<file path="config.mk">
export PLATFORM = sky130hd
export DESIGN_NAME = i2c_master_bus_condition
export DESIGN_NICKNAME = d
export VERILOG_FILES = /design/src/rtl/i2c_master_bus_condition.sv
export SDC_FILE = /design/constraint.sdc
export NUM_CORES = 1
export LEC_CHECK = 0
export ABC_AREA = 0
export CAP_MARGIN = 10
export CORE_UTILIZATION = 55
export CTS_CLUSTER_SIZE = 14
export DETAILED_ROUTE_END_ITERATION = 12
export PLACE_DENSITY = 0.72
export SLEW_MARGIN = 30
export SYNTH_ARGS = -nofsm -noshare
export SYNTH_HDL_FRONTEND = slang
export SYNTH_SLANG_ARGS = --single-unit
</file>
<file path="constraint.sdc">
create_clock -name clk -period 2.5 [get_ports clk]
set_clock_uncertainty 0.1 [all_clocks]
set_input_delay 0.25 -clock clk [delete_from_list [all_inputs] [get_ports clk]]
set_output_delay 0.25 -clock clk [all_outputs]
set_load 0.005 [all_outputs]
</file>
<file path="src/rtl/i2c_master_bus_condition.sv">
// i2c_master_bus_condition
// Generates START, repeated START (RESTART) and STOP on open-drain SDA/SCL
// for the I2C master byte engine. It provides programmable phase timing, a
// clock-stretch timeout, arbitration-loss detection and 2-flop input
// synchronisers.
//
// Optional feature: define I2C_SPIKE_FILTER_EN to add a FILTER_LEN-sample
// glitch filter after the synchronisers.
//
// Ports
//   clk, rst_n           system clock, asynchronous active-low reset
//   cmd_valid/cmd_ready  command handshake, accepted on valid & ready
//   cmd[1:0]             00 START, 01 RESTART, 10 STOP, 11 reserved
//   done                 one-cycle completion pulse
//   status[1:0]          00 OK, 01 STRETCH_TIMEOUT, 10 ARB_LOST, 11 BAD_CMD
//   busy                 accept .. done inclusive
//   sda_in, scl_in       raw pad levels
//   sda_oe, scl_oe       1 = pull line low, 0 = release
module i2c_master_bus_condition #(
  parameter int unsigned HALF_PERIOD     = 250,
  parameter int unsigned STRETCH_TIMEOUT = 5000,
  parameter int unsigned FILTER_LEN      = 3
) (
  input  logic       clk,
  input  logic       rst_n,
  input  logic       cmd_valid,
  output logic       cmd_ready,
  input  logic [1:0] cmd,
  output logic       done,
  output logic [1:0] status,
  output logic       busy,
  input  logic       sda_in,
  input  logic       scl_in,
  output logic       sda_oe,
  output logic       scl_oe
);

  localparam int unsigned PHASE_W   = 16;
  localparam int unsigned STRETCH_W = 24;

  localparam logic [PHASE_W-1:0]   HP_LOAD   = PHASE_W'(HALF_PERIOD - 1);
  localparam logic [STRETCH_W-1:0] STR_LIMIT = STRETCH_W'(STRETCH_TIMEOUT - 1);

  localparam logic [1:0] CMD_START   = 2'b00;
  localparam logic [1:0] CMD_RESTART = 2'b01;
  localparam logic [1:0] CMD_STOP    = 2'b10;

  localparam logic [1:0] STAT_OK      = 2'b00;
  localparam logic [1:0] STAT_TIMEOUT = 2'b01;
  localparam logic [1:0] STAT_ARB     = 2'b10;
  localparam logic [1:0] STAT_BAD     = 2'b11;

  // Elaboration-time parameter range checks
  if (HALF_PERIOD < 2 || HALF_PERIOD > 65535) begin : g_bad_half_period
    $error("HALF_PERIOD out of range 2..65535");
  end
  if (STRETCH_TIMEOUT < 1 || STRETCH_TIMEOUT > 24'hFF_FFFF) begin : g_bad_timeout
    $error("STRETCH_TIMEOUT out of range 1..2^24-1");
  end
  if (FILTER_LEN < 1) begin : g_bad_filter
    $error("FILTER_LEN must be at least 1");
  end

  typedef enum logic [3:0] {
    ST_IDLE,
    ST_S0, ST_S1, ST_S2,
    ST_R0, ST_R1, ST_R2, ST_R3, ST_R4,
    ST_P0, ST_P1, ST_P2, ST_P3,
    ST_BAD
  } state_e;

  // --------------------------------------------------------------------------
  // Input synchronisers (reset to the released/idle bus level)
  // --------------------------------------------------------------------------
  logic sda_meta_q, sda_sync_q;
  logic scl_meta_q, scl_sync_q;
  logic sda_s, scl_s;

  always_ff @(posedge clk or negedge rst_n) begin
    if (!rst_n) begin
      sda_meta_q <= 1'b1;
      sda_sync_q <= 1'b1;
      scl_meta_q <= 1'b1;
      scl_sync_q <= 1'b1;
    end else begin
      sda_meta_q <= sda_in;
      sda_sync_q <= sda_meta_q;
      scl_meta_q <= scl_in;
      scl_sync_q <= scl_meta_q;
    end
  end

`ifdef I2C_SPIKE_FILTER_EN
  // Filtered level follows the synchroniser only after FILTER_LEN
  // consecutive samples that differ from the current filtered level.
  localparam int unsigned FLT_W = $clog2(FILTER_LEN + 1);
  localparam logic [FLT_W-1:0] FLT_LAST = FLT_W'(FILTER_LEN - 1);

  logic             sda_f_q, sda_f_d, scl_f_q, scl_f_d;
  logic [FLT_W-1:0] sda_cnt_q, sda_cnt_d, scl_cnt_q, scl_cnt_d;

  always_comb begin
    sda_f_d   = sda_f_q;
    scl_f_d   = scl_f_q;
    sda_cnt_d = '0;
    scl_cnt_d = '0;
    if (sda_sync_q != sda_f_q) begin
      if (sda_cnt_q == FLT_LAST) begin
        sda_f_d = sda_sync_q;
      end else begin
        sda_cnt_d = sda_cnt_q + FLT_W'(1);
      end
    end
    if (scl_sync_q != scl_f_q) begin
      if (scl_cnt_q == FLT_LAST) begin
        scl_f_d = scl_sync_q;
      end else begin
        scl_cnt_d = scl_cnt_q + FLT_W'(1);
      end
    end
  end

  always_ff @(posedge clk or negedge rst_n) begin
    if (!rst_n) begin
      sda_f_q   <= 1'b1;
      scl_f_q   <= 1'b1;
      sda_cnt_q <= '0;
      scl_cnt_q <= '0;
    end else begin
      sda_f_q   <= sda_f_d;
      scl_f_q   <= scl_f_d;
      sda_cnt_q <= sda_cnt_d;
      scl_cnt_q <= scl_cnt_d;
    end
  end

  assign sda_s = sda_f_q;
  assign scl_s = scl_f_q;
`else
  assign sda_s = sda_sync_q;
  assign scl_s = scl_sync_q;
`endif

  // --------------------------------------------------------------------------
  // Sequencer state
  // --------------------------------------------------------------------------
  state_e                 state_q, state_d;
  logic [PHASE_W-1:0]     phase_q, phase_d;
  logic [STRETCH_W-1:0]   stretch_q, stretch_d;
  logic                   sda_oe_q, sda_oe_d;
  logic                   scl_oe_q, scl_oe_d;
  logic                   done_q, done_d;
  logic [1:0]             status_q, status_d;
  logic                   busy_q, busy_d;
  logic                   cmd_ready_q, cmd_ready_d;
  logic                   phase_end;

  assign phase_end = (phase_q == '0);

  // Next-state and output logic
  always_comb begin
    state_d     = state_q;
    phase_d     = phase_end ? phase_q : phase_q - PHASE_W'(1);
    stretch_d   = stretch_q;
    sda_oe_d    = sda_oe_q;
    scl_oe_d    = scl_oe_q;
    done_d      = 1'b0;
    status_d    = status_q;
    busy_d      = busy_q;
    cmd_ready_d = cmd_ready_q;

    case (state_q)
      ST_IDLE: begin
        // The done cycle lands here with ready low; ready rises one cycle later.
        busy_d      = 1'b0;
        cmd_ready_d = 1'b1;
        if (cmd_valid && cmd_ready_q) begin
          busy_d      = 1'b1;
          cmd_ready_d = 1'b0;
          status_d    = STAT_OK;
          phase_d     = HP_LOAD;
          stretch_d   = '0;
          case (cmd)
            CMD_START: begin
              state_d  = ST_S0;
              sda_oe_d = 1'b0;
              scl_oe_d = 1'b0;
            end
            CMD_RESTART: begin
              state_d  = ST_R0;
              sda_oe_d = 1'b0;
              scl_oe_d = 1'b1;
            end
            CMD_STOP: begin
              state_d  = ST_P0;
              sda_oe_d = 1'b1;
              scl_oe_d = 1'b1;
            end
            default: state_d = ST_BAD;
          endcase
        end
      end

      // START: bus must be seen idle before pulling SDA then SCL low
      ST_S0: begin
        if (phase_end) begin
          if (!sda_s || !scl_s) begin
            state_d  = ST_IDLE;
            done_d   = 1'b1;
            status_d = STAT_ARB;
            sda_oe_d = 1'b0;
            scl_oe_d = 1'b0;
          end else begin
            state_d  = ST_S1;
            phase_d  = HP_LOAD;
            sda_oe_d = 1'b1;
          end
        end
      end
      ST_S1: begin
        if (phase_end) begin
          state_d  = ST_S2;
          phase_d  = HP_LOAD;
          scl_oe_d = 1'b1;
        end
      end
      ST_S2: begin
        if (phase_end) begin
          state_d  = ST_IDLE;
          done_d   = 1'b1;
          status_d = STAT_OK;
        end
      end

      // RESTART: release SDA with SCL low, then raise SCL
      ST_R0: begin
        if (phase_end) begin
          state_d   = ST_R1;
          scl_oe_d  = 1'b0;
          stretch_d = '0;
        end
      end

      // Wait for SCL high; a high SCL beats the timeout on the same cycle
      ST_R1, ST_P1: begin
        scl_oe_d = 1'b0;
        if (scl_s) begin
          state_d = (state_q == ST_R1) ? ST_R2 : ST_P2;
          phase_d = HP_LOAD;
        end else if (stretch_q == STR_LIMIT) begin
          state_d  = ST_IDLE;
          done_d   = 1'b1;
          status_d = STAT_TIMEOUT;
          sda_oe_d = 1'b0;
          scl_oe_d = 1'b0;
        end else begin
          stretch_d = stretch_q + STRETCH_W'(1);
        end
      end

      ST_R2: begin
        if (phase_end) begin
          if (!sda_s) begin
            state_d  = ST_IDLE;
            done_d   = 1'b1;
            status_d = STAT_ARB;
            sda_oe_d = 1'b0;
            scl_oe_d = 1'b0;
          end else begin
            state_d  = ST_R3;
            phase_d  = HP_LOAD;
            sda_oe_d = 1'b1;
          end
        end
      end
      ST_R3: begin
        if (phase_end) begin
          state_d  = ST_R4;
          phase_d  = HP_LOAD;
          scl_oe_d = 1'b1;
        end
      end
      ST_R4: begin
        if (phase_end) begin
          state_d  = ST_IDLE;
          done_d   = 1'b1;
          status_d = STAT_OK;
        end
      end

      // STOP: SDA low while SCL rises, then release SDA
      ST_P0: begin
        if (phase_end) begin
          state_d   = ST_P1;
          scl_oe_d  = 1'b0;
          stretch_d = '0;
        end
      end
      ST_P2: begin
        if (phase_end) begin
          state_d  = ST_P3;
          phase_d  = HP_LOAD;
          sda_oe_d = 1'b0;
        end
      end
      ST_P3: begin
        if (phase_end) begin
          state_d  = ST_IDLE;
          done_d   = 1'b1;
          if (!sda_s) begin
            status_d = STAT_ARB;
            sda_oe_d = 1'b0;
            scl_oe_d = 1'b0;
          end else begin
            status_d = STAT_OK;
          end
        end
      end

      ST_BAD: begin
        state_d  = ST_IDLE;
        done_d   = 1'b1;
        status_d = STAT_BAD;
      end

      default: begin
        state_d  = ST_IDLE;
        sda_oe_d = 1'b0;
        scl_oe_d = 1'b0;
      end
    endcase
  end

  // State and output registers
  always_ff @(posedge clk or negedge rst_n) begin
    if (!rst_n) begin
      state_q     <= ST_IDLE;
      phase_q     <= '0;
      stretch_q   <= '0;
      sda_oe_q    <= 1'b0;
      scl_oe_q    <= 1'b0;
      done_q      <= 1'b0;
      status_q    <= STAT_OK;
      busy_q      <= 1'b0;
      cmd_ready_q <= 1'b1;
    end else begin
      state_q     <= state_d;
      phase_q     <= phase_d;
      stretch_q   <= stretch_d;
      sda_oe_q    <= sda_oe_d;
      scl_oe_q    <= scl_oe_d;
      done_q      <= done_d;
      status_q    <= status_d;
      busy_q      <= busy_d;
      cmd_ready_q <= cmd_ready_d;
    end
  end

  assign cmd_ready = cmd_ready_q;
  assign done      = done_q;
  assign status    = status_q;
  assign busy      = busy_q;
  assign sda_oe    = sda_oe_q;
  assign scl_oe    = scl_oe_q;

endmodule

</file>
Yosys cells after proc, flatten, opt, wreduce, memory -nomap -nowiden
Index checks and enable logic that the tools add are counted.

Word-level logic and storage cells: 151. Flip-flop bits (word level): 55. Output and inout port bits: 7.

Bitwise operators: 2. Eq/ne operators: 40. Reductions and logical operators: 25. Muxes and demuxes: 69. $add $sub $neg: 2.

Operator list (number): two-way mux 16 bit (8); two-way mux 24 bit (4); one-hot mux 16 bit (5 select lines) (1); one-hot mux 24 bit (3 select lines) (1); two-way mux 4 bit (12); one-hot mux 4 bit (10 select lines) (1); != test 2 bit, second input constant (16); AND reduction 10 bit (3); adder 24 x 1 -> 24 bit, second input constant (1); == test 24 x 13 -> 1 bit, second input constant (1); == test 4 bit, second input constant (6); two-way mux 1 bit (23); two-way mux 2 bit (11); == test 4 x 3 -> 1 bit, second input constant (4); logical NOT 16 bit (1); subtractor 16 x 1 -> 16 bit, second input constant (1); one-hot mux 2 bit (7 select lines) (1); OR reduction 2 bit (7); one-hot mux 4 bit (3 select lines) (1); != test 2 x 1 -> 1 bit, second input constant (5); AND reduction 9 bit (1); == test 4 x 2 -> 1 bit, second input constant (2); one-hot mux 1 bit (7 select lines) (1); nonzero test 7 bit (1); other kinds (20) (25).

Logic depth before layout (Yosys ltp)
Depth after elaboration: 5. Mapped depth: 12.

Least setup slack after synthesis
Ideal clock, no wire load.

Path type: register -> register. Start point: register phase_q[10]. End point: register stretch_q[17]. Cell stages (with the launch flop): 10. Setup time: 0.078 ns. Data arrival time: 2.468 ns. Required time: 2.322 ns. Clock period less this slack: 2.646 ns. Path slack: -0.146 ns. Cell sequence: dfrtp_1 or4_4 and4b_1 buf_4 inv_4 o31ai_4 o211ai_2 buf_6 or4_1 a21boi_1.

Longest elaborated chain between the ends: 3.

RTL lines: from (decl) (line 148) `logic [PHASE_W-1:0] phase_q, phase_d;`; from (signal assigned) (line 348) `phase_q <= phase_d;`; logical NOT 16 bit (line 158) `assign phase_end = (phase_q == '0);`; != test 2 x 1 -> 1 bit (no source line); AND reduction 5 bit (no source line); to (signal assigned) (line 349) `stretch_q <= stretch_d;`; to (decl) (line 149) `logic [STRETCH_W-1:0] stretch_q, stretch_d;`.

No other way between the ends. A chain may end at the register's enable or synchronous reset.

Final worst setup path
Start point: register phase_q[9]. End point: register stretch_q[17].

Same word-level chain as after synthesis.

==> metrics.txt <==
Peak Freq about 0.39 GHz; Pleak between 1.5 and 2 nW; Max-Cap Viols 0; I/O pin cnt 14; net count reported at finish 485; Min-Delay Path Class in2reg; DRT Wirelength around 9300 µm; CTS Buffer Depth 2; Starting Density 0.567; synth cell count leaders dfrtp_1, o21ai_0, nor2_1, nand2_1, a21oi_1; Synth Instances 425; count leader, synth dfrtp_1; Filler cells 546; Final WS setup -0.0577 ns; Syn Area/Cell 8.42 µm²; layout cells sized above 1 0.189; RSZ-0062 raised after global routing yes; core area around 6300 µm²; outcome complete, but fails checks; fraction of registers with async set/reset 1.00; die height just over 80 µm; CP startpoint kind flip-flop; Buffers on Ports 13; Num CTS Buffers 5; register area share after synthesis 0.386; count of final max-slew check failures 0; WHS approximately 0.23 ns; Die W roughly 83 µm; Hold Fails Final Rpt 0; CP Class reg2reg; PwrDens 363 nW/µm²; required time worst endpoint about 2.6 ns; multi-input logic area 2140 µm²; final setup fails 5; CTS H-tree depth 2; vias in the first global route around 3100; Root Driver clkbuf_8; Vias approximately 3400; failing checks negative setup slack; total negative slack -0.156 ns; area share of the largest cell type after synthesis 0.350; CTS tree yes; total power ~1.6 mW; Final GP Congestion between 0.8 and 0.9; post-synth cell types between 50 and 60; synthesis-stage register bit count 55; Period minus WS final around 2.6 ns; number of synthesis warnings 0; Post-synth EDFFs 0; CP arrival ~2.7 ns; Post-DP HPWL roughly 6300 µm; mapped cell area ~3600 µm²; CTS sink cnt 55; Worst-Margin Slew ~0.65 ns; Wirelength per Cell around 17 µm; max_slew headroom 0.563; Peak VDD IR about 280 µV; antenna viol nets, final 0; CTS clk-pin slew, worst paths approximately 0.1 ns; Final period util 1.02; Post-Syn Nets roughly 440; placed cell count roughly 530; Main synth FF type dfrtp_1; Critical Path Fanout Max 6; FP Rows 29; Ant. Diodes 0; drt drc 0; Storage cell area 1380 µm²; grt total ovfl 0; DR iter-0 viols 190; first-pass GRT wire length about 14000 µm; largest net degree at the start of global routing 56; gr usage total 0.276; Detailed Routing Iterations Pass 1 4; worst-skew pair later-pin latency 0.31 ns; area leader, netlist dfrtp_1; initial antenna violation count 0; Layout Cells excl Fill roughly 550; Critical Path End Type flip-flop; Final Util 0.684; total die area about 7000 µm²; largest cells by area after synthesis dfrtp_1, o21ai_0, nor2_1, dfstp_2, a21oi_1; via/cell ratio 6.25; Area Overhead vs Synth 20.7%
[layer usage]
layer / share of wire / vias up / track usage
met1: 0.44 / 1650 / 0.362
met5: 0 / - / 0
li1: - / 1651 / -
met3: 0.047 / 11 / 0.0363
met4: 0.015 / 0 / 0.0897
met2: 0.50 / 108 / 0.468
[path summary, 6_finish.rpt]
| check | cells after the start | slack, ns | from | to |
|---|---|---|---|---|
| setup / recovery | 9 | -0.06 | phase_q[9] | stretch_q[17] |
| hold / removal | 1 | 0.23 | sda_in | sda_meta_q |
| setup reg to reg | 9 | -0.06 | phase_q[9] | stretch_q[17] |
| hold reg to reg | 0 | 0.26 | sda_meta_q | sda_s |
| max in group asynchronous | 3 | 1.64 | rst_n | sda_meta_q |
| min in group asynchronous | 3 | 0.36 | rst_n | stretch_q[3] |
[per-stage QoR]
step	worst slack (ns)	cell area, µm²
2_1_floorplan	0.00660	3580
4_1_cts	-0.00213	4210
5_1_grt	-0.145	4320
6_report	-0.0577	4320
3_5_place_dp	-0.114	4050
3_3_place_gp	0.0165	4050
[registers in the layout, summed over array words and instances (netlist names), 2 cells and up]
| signal | flops |
|---|---|
| phase_q | 16 |
| state_q | 4 |
| status | 2 |
| stretch_q | 24 |
[critical path, cell delays in order (launching register included)]
cell and delay (ns):
dfrtp_1 0.39, or4_4 0.53, and4b_2 0.35, inv_4 0.06, o31ai_4 0.22, buf_6 0.16, o211ai_4 0.11, buf_4 0.18
o31ai_2 0.25, a21boi_1 0.09
[cells in the final DEF (no fill, tap or decap), types with 7 or more instances in the layout]
master | synthesis | final
ha_1 | 9 | 8
o21ai_0 | 46 | 38
nand3_1 | 16 | 16
and3_1 | 8 | 7
dfrtp_1 | 50 | 50
nor3_1 | 12 | 11
nor2b_1 | 9 | 9
clkdlybuf4s50_1 | 0 | 12
o31ai_1 | 14 | 13
a21oi_1 | 26 | 24
nand2_1 | 31 | 31
xor2_1 | 7 | 7
buf_4 | 1 | 45
o21ai_1 | 1 | 8
a31oi_1 | 14 | 14
nor2_1 | 38 | 37
nand2b_1 | 15 | 15
inv_1 | 10 | 10
[layout make-up]
| cell class | instances | area share |
|---|---|---|
| multi-input cells | 332 | 0.495 |
| well taps | 77 | 0.0223 |
| clock buffers | 6 | 0.0168 |
| flip-flops and latches | 55 | 0.320 |
| inverters | 11 | 0.0101 |
| repair buffers | 64 | 0.127 |
| clock inverters | 2 | 0.00898 |
[logic make-up (layout without fill, tap and decap cells)]
kind of cell	Yosys count	in the layout	share of synthesized area
AND/OR/NAND/NOR	166	166	0.243
AO/OA/AOI/OAI	137	138	0.243
flip-flops	55	55	0.386
buffers and inverters	39	83	0.0451
XOR/XNOR	13	13	0.0318
adder cells (fa/ha/maj)	9	9	0.0315
multiplexers	6	6	0.0185
[report_power, final]
part	switching (mW)	leakage, nW	total [mW]	internal (mW)
combinational	0.0352	1.05	0.0581	0.0230
sequential	0.00489	0.580	0.900	0.895
clock	0.306	0.0558	0.609	0.303
total	0.346	1.69	1.57	1.22
[what timing repair did]
action / in CTS / in global routing
buffers inserted: 3 / 2
resized for setup: 4 / 27
setup endpoints to repair: 15 / 32
pin swaps: 5 / 6
hold buffers: 1 / 0
endpoints found under the hold margin: 50 / 0
gates cloned: 0 / 1
Note: power is estimated with default switching activity, not from simulation.
